## src/rtl/control_sequencer_if.sv

```systemverilog
// Control bundle between the hardwired sequencer and the DataPath:
// IR / memory status in, every datapath strobe out.
interface control_sequencer_if #(
   parameter int IR_WIDTH = 32
);
   logic [IR_WIDTH-1:0] ir;
   logic                mem_done;
   logic PCout, PCin, IncPC, IRin, MARin, MDRin, MDRout;
   logic Yin, Zin, Zlowout, Zhighout, HIin, LOin, HIout, LOout;
   logic Gra, Grb, Grc, Rin, Rout, BAout, Cout;
   logic       read;
   logic       write;
   logic [4:0] alu_op;
   logic       run;
   logic       illegal;

   modport master (
      input  ir, mem_done,
      output PCout, PCin, IncPC, IRin, MARin, MDRin, MDRout,
      output Yin, Zin, Zlowout, Zhighout, HIin, LOin, HIout, LOout,
      output Gra, Grb, Grc, Rin, Rout, BAout, Cout,
      output read, write, alu_op, run, illegal
   );

   modport slave (
      output ir, mem_done,
      input  PCout, PCin, IncPC, IRin, MARin, MDRin, MDRout,
      input  Yin, Zin, Zlowout, Zhighout, HIin, LOin, HIout, LOout,
      input  Gra, Grb, Grc, Rin, Rout, BAout, Cout,
      input  read, write, alu_op, run, illegal
   );
endinterface

```

## src/rtl/control_sequencer.sv

```systemverilog
// Hardwired Moore control unit: fetch, decode, then an opcode-selected
// execute sequence; strobes are decoded from state (and opcode in E-states).
module control_sequencer #(
   parameter int IR_WIDTH = 32,
   parameter int OPC_MSB  = 31
) (
   input logic                 clock,
   input logic                 clear,
   control_sequencer_if.master bus
);

   typedef enum logic [3:0] {
      IDLE, F0, F1, F2, E3, E4, E5, E6, E7, HALT
   } state_t;

   typedef enum logic [3:0] {
      C_LD, C_LDI, C_ST, C_ALU, C_IMM, C_MD, C_NOP, C_HALT, C_ILL
   } cls_t;

   state_t              state;
   cls_t                cls;
   logic [IR_WIDTH-1:0] ir_w;
   logic [4:0]          opc;
   logic [4:0]          imm_op;
   logic                unused_ir;

   assign ir_w      = bus.ir;
   assign opc       = ir_w[OPC_MSB -: 5];
   assign unused_ir = ^ir_w;

   always_comb begin
      cls = C_ILL;
      unique case (1'b1)
         (opc == 5'd0):                  cls = C_LD;
         (opc == 5'd1):                  cls = C_LDI;
         (opc == 5'd2):                  cls = C_ST;
         (opc >= 5'd3 && opc <= 5'd10):  cls = C_ALU;
         (opc >= 5'd11 && opc <= 5'd13): cls = C_IMM;
         (opc == 5'd14 || opc == 5'd15): cls = C_MD;
         (opc == 5'd26):                 cls = C_NOP;
         (opc == 5'd27):                 cls = C_HALT;
         default:                        cls = C_ILL;
      endcase
   end

   // Immediate forms reuse the register ALU codes for add/and/or.
   always_comb begin
      imm_op = 5'b00011;
      unique case (opc)
         5'd12:   imm_op = 5'b00101;
         5'd13:   imm_op = 5'b00110;
         default: imm_op = 5'b00011;
      endcase
   end

   always_ff @(posedge clock or posedge clear) begin
      if (clear) begin
         state <= IDLE;
      end else begin
         case (state)
            IDLE: state <= F0;
            F0:   state <= F1;
            F1:   if (bus.mem_done) state <= F2;
            F2:   state <= E3;
            E3: begin
               case (cls)
                  C_HALT:       state <= HALT;
                  C_NOP, C_ILL: state <= F0;
                  default:      state <= E4;
               endcase
            end
            E4:   state <= E5;
            E5: begin
               case (cls)
                  C_LD, C_ST, C_MD: state <= E6;
                  default:          state <= F0;
               endcase
            end
            E6: begin
               case (cls)
                  C_LD:    if (bus.mem_done) state <= E7;
                  C_ST:    state <= E7;
                  default: state <= F0;
               endcase
            end
            E7: begin
               if (cls != C_ST || bus.mem_done) state <= F0;
            end
            HALT:    state <= HALT;
            default: state <= IDLE;
         endcase
      end
   end

   always_comb begin
      bus.PCout    = 1'b0;
      bus.PCin     = 1'b0;
      bus.IncPC    = 1'b0;
      bus.IRin     = 1'b0;
      bus.MARin    = 1'b0;
      bus.MDRin    = 1'b0;
      bus.MDRout   = 1'b0;
      bus.Yin      = 1'b0;
      bus.Zin      = 1'b0;
      bus.Zlowout  = 1'b0;
      bus.Zhighout = 1'b0;
      bus.HIin     = 1'b0;
      bus.LOin     = 1'b0;
      bus.HIout    = 1'b0;
      bus.LOout    = 1'b0;
      bus.Gra      = 1'b0;
      bus.Grb      = 1'b0;
      bus.Grc      = 1'b0;
      bus.Rin      = 1'b0;
      bus.Rout     = 1'b0;
      bus.BAout    = 1'b0;
      bus.Cout     = 1'b0;
      bus.read     = 1'b0;
      bus.write    = 1'b0;
      bus.alu_op   = 5'b00000;
      bus.illegal  = 1'b0;
      bus.run      = (state != HALT);
      case (state)
         F0: begin
            bus.PCout  = 1'b1;
            bus.MARin  = 1'b1;
            bus.IncPC  = 1'b1;
            bus.Zin    = 1'b1;
            bus.alu_op = 5'b00011;
         end
         F1: begin
            bus.Zlowout = 1'b1;
            bus.PCin    = 1'b1;
            bus.read    = 1'b1;
            bus.MDRin   = 1'b1;
         end
         F2: begin
            bus.MDRout = 1'b1;
            bus.IRin   = 1'b1;
         end
         E3: begin
            case (cls)
               C_LD, C_LDI, C_ST: begin
                  bus.Grb   = 1'b1;
                  bus.BAout = 1'b1;
                  bus.Yin   = 1'b1;
               end
               C_ALU, C_IMM: begin
                  bus.Grb  = 1'b1;
                  bus.Rout = 1'b1;
                  bus.Yin  = 1'b1;
               end
               C_MD: begin
                  bus.Gra  = 1'b1;
                  bus.Rout = 1'b1;
                  bus.Yin  = 1'b1;
               end
               C_ILL:   bus.illegal = 1'b1;
               default: ;
            endcase
         end
         E4: begin
            case (cls)
               C_LD, C_LDI, C_ST: begin
                  bus.Cout   = 1'b1;
                  bus.Zin    = 1'b1;
                  bus.alu_op = 5'b00011;
               end
               C_ALU: begin
                  bus.Grc    = 1'b1;
                  bus.Rout   = 1'b1;
                  bus.Zin    = 1'b1;
                  bus.alu_op = opc;
               end
               C_IMM: begin
                  bus.Cout   = 1'b1;
                  bus.Zin    = 1'b1;
                  bus.alu_op = imm_op;
               end
               C_MD: begin
                  bus.Grb    = 1'b1;
                  bus.Rout   = 1'b1;
                  bus.Zin    = 1'b1;
                  bus.alu_op = opc;
               end
               default: ;
            endcase
         end
         E5: begin
            case (cls)
               C_LD, C_ST: begin
                  bus.Zlowout = 1'b1;
                  bus.MARin   = 1'b1;
               end
               C_LDI, C_ALU, C_IMM: begin
                  bus.Zlowout = 1'b1;
                  bus.Gra     = 1'b1;
                  bus.Rin     = 1'b1;
               end
               C_MD: begin
                  bus.Zlowout = 1'b1;
                  bus.LOin    = 1'b1;
               end
               default: ;
            endcase
         end
         E6: begin
            case (cls)
               C_LD: begin
                  bus.read  = 1'b1;
                  bus.MDRin = 1'b1;
               end
               C_ST: begin
                  bus.Gra   = 1'b1;
                  bus.Rout  = 1'b1;
                  bus.MDRin = 1'b1;
               end
               C_MD: begin
                  bus.Zhighout = 1'b1;
                  bus.HIin     = 1'b1;
               end
               default: ;
            endcase
         end
         E7: begin
            case (cls)
               C_LD: begin
                  bus.MDRout = 1'b1;
                  bus.Gra    = 1'b1;
                  bus.Rin    = 1'b1;
               end
               C_ST:    bus.write = 1'b1;
               default: ;
            endcase
         end
         default: ;
      endcase
   end

endmodule

```

## src/flat_wrapper.sv

```systemverilog
// flat-port wrapper written by rule: the top's interface ports become plain ports
module control_sequencer_flat 
#(
   parameter int IR_WIDTH = 32,
   parameter int OPC_MSB  = 31
)
  (clock, clear, bus_ir, bus_mem_done, bus_PCout, bus_PCin, bus_IncPC, bus_IRin, bus_MARin, bus_MDRin, bus_MDRout, bus_Yin, bus_Zin, bus_Zlowout, bus_Zhighout, bus_HIin, bus_LOin, bus_HIout, bus_LOout, bus_Gra, bus_Grb, bus_Grc, bus_Rin, bus_Rout, bus_BAout, bus_Cout, bus_read, bus_write, bus_alu_op, bus_run, bus_illegal);
  control_sequencer_if #(.IR_WIDTH(IR_WIDTH)) bus_i ();
  input logic clock;
  input logic clear;
  input wire logic [$bits(bus_i.ir)-1:0] bus_ir;
  input wire logic [$bits(bus_i.mem_done)-1:0] bus_mem_done;
  output wire logic [$bits(bus_i.PCout)-1:0] bus_PCout;
  output wire logic [$bits(bus_i.PCin)-1:0] bus_PCin;
  output wire logic [$bits(bus_i.IncPC)-1:0] bus_IncPC;
  output wire logic [$bits(bus_i.IRin)-1:0] bus_IRin;
  output wire logic [$bits(bus_i.MARin)-1:0] bus_MARin;
  output wire logic [$bits(bus_i.MDRin)-1:0] bus_MDRin;
  output wire logic [$bits(bus_i.MDRout)-1:0] bus_MDRout;
  output wire logic [$bits(bus_i.Yin)-1:0] bus_Yin;
  output wire logic [$bits(bus_i.Zin)-1:0] bus_Zin;
  output wire logic [$bits(bus_i.Zlowout)-1:0] bus_Zlowout;
  output wire logic [$bits(bus_i.Zhighout)-1:0] bus_Zhighout;
  output wire logic [$bits(bus_i.HIin)-1:0] bus_HIin;
  output wire logic [$bits(bus_i.LOin)-1:0] bus_LOin;
  output wire logic [$bits(bus_i.HIout)-1:0] bus_HIout;
  output wire logic [$bits(bus_i.LOout)-1:0] bus_LOout;
  output wire logic [$bits(bus_i.Gra)-1:0] bus_Gra;
  output wire logic [$bits(bus_i.Grb)-1:0] bus_Grb;
  output wire logic [$bits(bus_i.Grc)-1:0] bus_Grc;
  output wire logic [$bits(bus_i.Rin)-1:0] bus_Rin;
  output wire logic [$bits(bus_i.Rout)-1:0] bus_Rout;
  output wire logic [$bits(bus_i.BAout)-1:0] bus_BAout;
  output wire logic [$bits(bus_i.Cout)-1:0] bus_Cout;
  output wire logic [$bits(bus_i.read)-1:0] bus_read;
  output wire logic [$bits(bus_i.write)-1:0] bus_write;
  output wire logic [$bits(bus_i.alu_op)-1:0] bus_alu_op;
  output wire logic [$bits(bus_i.run)-1:0] bus_run;
  output wire logic [$bits(bus_i.illegal)-1:0] bus_illegal;
  assign bus_i.ir = bus_ir;
  assign bus_i.mem_done = bus_mem_done;
  assign bus_PCout = bus_i.PCout;
  assign bus_PCin = bus_i.PCin;
  assign bus_IncPC = bus_i.IncPC;
  assign bus_IRin = bus_i.IRin;
  assign bus_MARin = bus_i.MARin;
  assign bus_MDRin = bus_i.MDRin;
  assign bus_MDRout = bus_i.MDRout;
  assign bus_Yin = bus_i.Yin;
  assign bus_Zin = bus_i.Zin;
  assign bus_Zlowout = bus_i.Zlowout;
  assign bus_Zhighout = bus_i.Zhighout;
  assign bus_HIin = bus_i.HIin;
  assign bus_LOin = bus_i.LOin;
  assign bus_HIout = bus_i.HIout;
  assign bus_LOout = bus_i.LOout;
  assign bus_Gra = bus_i.Gra;
  assign bus_Grb = bus_i.Grb;
  assign bus_Grc = bus_i.Grc;
  assign bus_Rin = bus_i.Rin;
  assign bus_Rout = bus_i.Rout;
  assign bus_BAout = bus_i.BAout;
  assign bus_Cout = bus_i.Cout;
  assign bus_read = bus_i.read;
  assign bus_write = bus_i.write;
  assign bus_alu_op = bus_i.alu_op;
  assign bus_run = bus_i.run;
  assign bus_illegal = bus_i.illegal;
  control_sequencer #(.IR_WIDTH(IR_WIDTH), .OPC_MSB(OPC_MSB)) u_core (.clock(clock), .clear(clear), .bus(bus_i));
endmodule
```

## config.mk

```make
export PLATFORM = sky130hd
export DESIGN_NAME = control_sequencer_flat
export DESIGN_NICKNAME = d
export VERILOG_FILES = /design/src/rtl/control_sequencer_if.sv /design/src/rtl/control_sequencer.sv /design/src/flat_wrapper.sv
export SDC_FILE = /design/constraint.sdc
export NUM_CORES = 1
export LEC_CHECK = 0
export CAP_MARGIN = 20
export CORE_ASPECT_RATIO = 0.9
export CORE_MARGIN = 2
export CORE_UTILIZATION = 29
export DETAILED_ROUTE_END_ITERATION = 12
export PLACE_DENSITY = 0.76
export SLEW_MARGIN = 20
export SYNTH_ARGS = -nofsm -noshare
export SYNTH_HDL_FRONTEND = slang
export SYNTH_SLANG_ARGS = --single-unit
export TNS_END_PERCENT = 20
```

## constraint.sdc

```tcl
create_clock -name clock -period 1.5 [get_ports clock]
set_input_delay 0.3 -clock clock [delete_from_list [all_inputs] [get_ports clock]]
set_output_delay 0.3 -clock clock [all_outputs]
set_load 0.02 [all_outputs]
```

==> summary.md, run 1 <==
| Metric | Value |
|---|---|
| Failing checks | negative setup slack |
| Synth cell types | 42 |
| Dpl hpwl | 2.326 mm |
| CP Class | flip-flop to output pin |
| Tmin final | ~1.9 ns |
| First-pass GRT wire length | approximately 5.3 mm |
| Top post-synthesis cells by area | dfrtp_1 12%, nor2_1 7.9%, buf_4 4.6% |
| Die ar. | 3240 um2 |
| Period utilization | 129.9% |
| Crit path required time | approximately 1.2 ns |
| RSZ-0062 raised after global routing | true |
| DIE WIDTH | roughly 60 um |
| Gp weighted congestion | between 0.9 and 1 |
| Clk root buf | clkbuf_4 |
| Seq/Total Area, Yosys | 12.33% |
| Worst Hold Class | primary input to asynchronous set/reset pin |
| Die height | ~54 um |
| Most frequent cell after synthesis | nor2_1 |
| CP endpoint kind | output pin |
| Clk pin slew, worst setup/hold paths | roughly 0.040 ns |
| Vias | 1,191 |
| Grt ovf | 0 |
| Pre-antenna DRT Iters | 4 |
| Clock Skew | approximately 0.0040 ns |
| Min setup slack post-route | -0.4485 ns |
| Largest net degree at the start of global routing | 15 |
| Place WS | -1.149 ns |
| Hold buffer count at cts | 0 |
| Setup Viol. Count Final | 31 |
| ANT cells | 0 |
| CP Data Arrival Time | roughly 1.7 ns |
| Reg power frac | roughly 8.7% |
| CTS max path bufs | 2 |
| RR Endpoint | u_core.state[0] |
| Comb power frac | approximately 86% |
| Post-synth EDFFs | 0 |
| Ys async rst share | between 90% and 100% |
| Syn. warnings | 0 |
| Dpl cell area | approximately 1500 um2 |
| Initial antenna violation count | 0 |
| Area growth syn-to-layout | 109.1% |
| Design area | 1698 um2 |
| Reg-to-reg critical path startpoint | u_core.state[0] |
| Slew Viols, Final | 0 |
| Final WL | ~3.4 mm |
| Vias/cell | 5.389 |
| Ports | 66 |
| Layout Nets | ~230 |
| Post-Syn Area | 812.0 um2 |
| R2r worst-path depth | 6 |
| Final ANT Viol Nets | 0 |
| Fraction of layout cells with a size suffix above 1 | about three fifths |
| Rows | 18 |
| # Max-Cap Violations | 0 |
| Initial Util | between 30 and 40% |
| Outcome | finished, violations left |
| Port-buffer cells | 35 |
| GRT Util Overall | a little over a fifth |
| DRT iter0 DRCs | 25 |
| Top reg by flops | u_core.state |
| DRC | 0 |
| Worst-path cell chain | nand2b_4 -> or3_4 -> a211o_1 -> nand2_2 -> buf_6 |
| Clk sinks | 4 |
| Crit path largest cell delay | ~0.48 ns |
| Max reg flops | 4 |
| Top-area cell type share of the netlist area | ~12% |
| Floorplan core area | around 2700 um2 |
| Syn Area/Cell | ~6.6 um2 |
| Largest registers | u_core.state (4) |
| Startpoint Class | flip-flop |
| Sw power | ~0.0013 W |
| Critical path buffer and inverter count | 1 |
| Leak | between 0.7 and 0.8 nW |
| CP Max Fanout | 5 |
| Ys flop type | dfrtp_1 |
| Worst-Skew Late Latency | 0.24 ns |
| WL per Instance | 15.34 um |
| Sw Ratio | roughly half |
| Fillers | roughly 230 |
| Num CTS Buffers | 3 |
| CTS tree | yes |
| Internal Power | roughly 0.0013 W |
| Setup TNS | -7.945 ns |
| Synth Register Bits | 4 |
| Reg2reg setup slack | -0.15 ns |
| Synth Instances | approximately 120 |
| Synth top cells by count | 17 x nor2_1, 8 x inv_1 |
| H-Tree Depth | 1 |
| Fmax | around 0.51 GHz |
| Top delay family on crit path | simple AND/OR/NAND/NOR gates |
| Clock share of power | roughly 5.6% |
| Number of global-route vias before repair | between 1,000 and 1,500 |
| Pwr/cell area | about 1500 nW/um2 |
| Yosys top cell by area | dfrtp_1 |
| Final hold viol count | 0 |
| Critical-path top delay cell | dfrtp_2 |
| Max rail drop VDD | between 0.6 and 0.7 mV |
cell type report:
cell class	count	area [um2]	share of cell area (%)
Sequential cell	4	101.3	5.969
Clock buffer	4	26.28	1.548
Inverter	8	30.03	1.769
Timing Repair Buffer	79	698.2	41.12
Tap cell	30	37.54	2.211
Multi-Input combinational cell	96	804.5	47.38
cells in the final DEF (no fill, tap or decap), types with 3 or more instances in the layout:
cell       n
nor2_1     9
clkbuf_4   3
buf_4     46
nand4_1    3
o21ai_0    4
buf_6     26
a211oi_1   3
or3_4      3
buf_2      3
conb_1     3
nand2_1    4
dfrtp_1    3
inv_1      8
a21oi_1    4
nor2_4     5
nand3_2    3
a31oi_1    3
nor2_2     4
stage by stage:
stage / hold slack (ns) / instances / power (W) / util [%]
2_1_floorplan: 0.06601 / 125 / 0.001284 / -
3_3_place_gp: 0.4885 / 213 / 0.002088 / 55.60
3_5_place_dp: 0.5064 / 213 / 0.002117 / 55.60
4_1_cts: 0.2521 / 221 / 0.002501 / 61.25
5_1_grt: 0.2793 / 221 / 0.002778 / 62.82
6_report: 0.2526 / 221 / 0.002628 / 62.82
metal layers:
metal  vias up  global-route usage [%]  part of all wire [%]
met5         -                       0                     0
met4         0                   13.70                   3.8
met3        13                   1.442                   4.4
met2        47                   38.77                    51
met1       559                   25.71                    41
li1        572                       -                     -
power groups by stage:
stage	registers [W]	clock network, W	logic [W]
after global routing	0.000236	0.000156	0.00239
after CTS	0.000230	0.000154	0.00212
after floorplan	0.000215	0	0.00107
after global placement	0.000212	0	0.00188
final	0.000230	0.000147	0.00225
after detailed placement	0.000217	0	0.00190
kinds of logic (layout without fill, tap and decap cells):
family / Yosys count / count (layout) / synth area share [%]
other: 1 / 3 / 0.4618
AOI/OAI and AO/OA: 30 / 30 / 25.12
muxes: 1 / 1 / 1.233
buffers and inverters: 25 / 91 / 16.64
xor gates and xnor gates: 2 / 2 / 2.158
and+or+nand+nor: 60 / 60 / 42.06
DFF: 4 / 4 / 12.33
worst max path at each step:
stage                     from            end  cells past startpoint
2_1_floorplan  u_core.state[2]        bus_Gra                      5
3_3_place_gp        bus_ir[31]     bus_MDRout                      6
3_5_place_dp        bus_ir[31]     bus_MDRout                      6
4_1_cts        u_core.state[0]  bus_alu_op[0]                      5
5_1_grt        u_core.state[0]  bus_alu_op[0]                      5
6_report       u_core.state[0]  bus_alu_op[0]                      5
worst reg2reg max path, cell delays in order, from the launching register on:
cell	delay, ns
dfrtp_2	0.48
buf_6	0.14
nor2b_4	0.14
nand3_2	0.14
buf_6	0.17
or4_1	0.40
o221ai_1	0.09
timing repair:
action	4_1_cts	5_1_grt
pin swaps	18	5
setup buffers	4	0
endpoints found under the setup margin	32	32
resized for setup	199	15
Note: power is estimated with default switching activity, not from simulation.
==> run 2: changes to the inputs <==
--- a/config.mk
+++ b/config.mk
@@ -9,6 +9,7 @@
 export CORE_ASPECT_RATIO = 0.9
 export CORE_MARGIN = 2
 export CORE_UTILIZATION = 29
+export CTS_CLUSTER_SIZE = 8
 export DETAILED_ROUTE_END_ITERATION = 12
 export PLACE_DENSITY = 0.76
 export SLEW_MARGIN = 20
==> results of run 2 <==
Same layout as run 1: the final DEF is identical, and so are final timing and power.
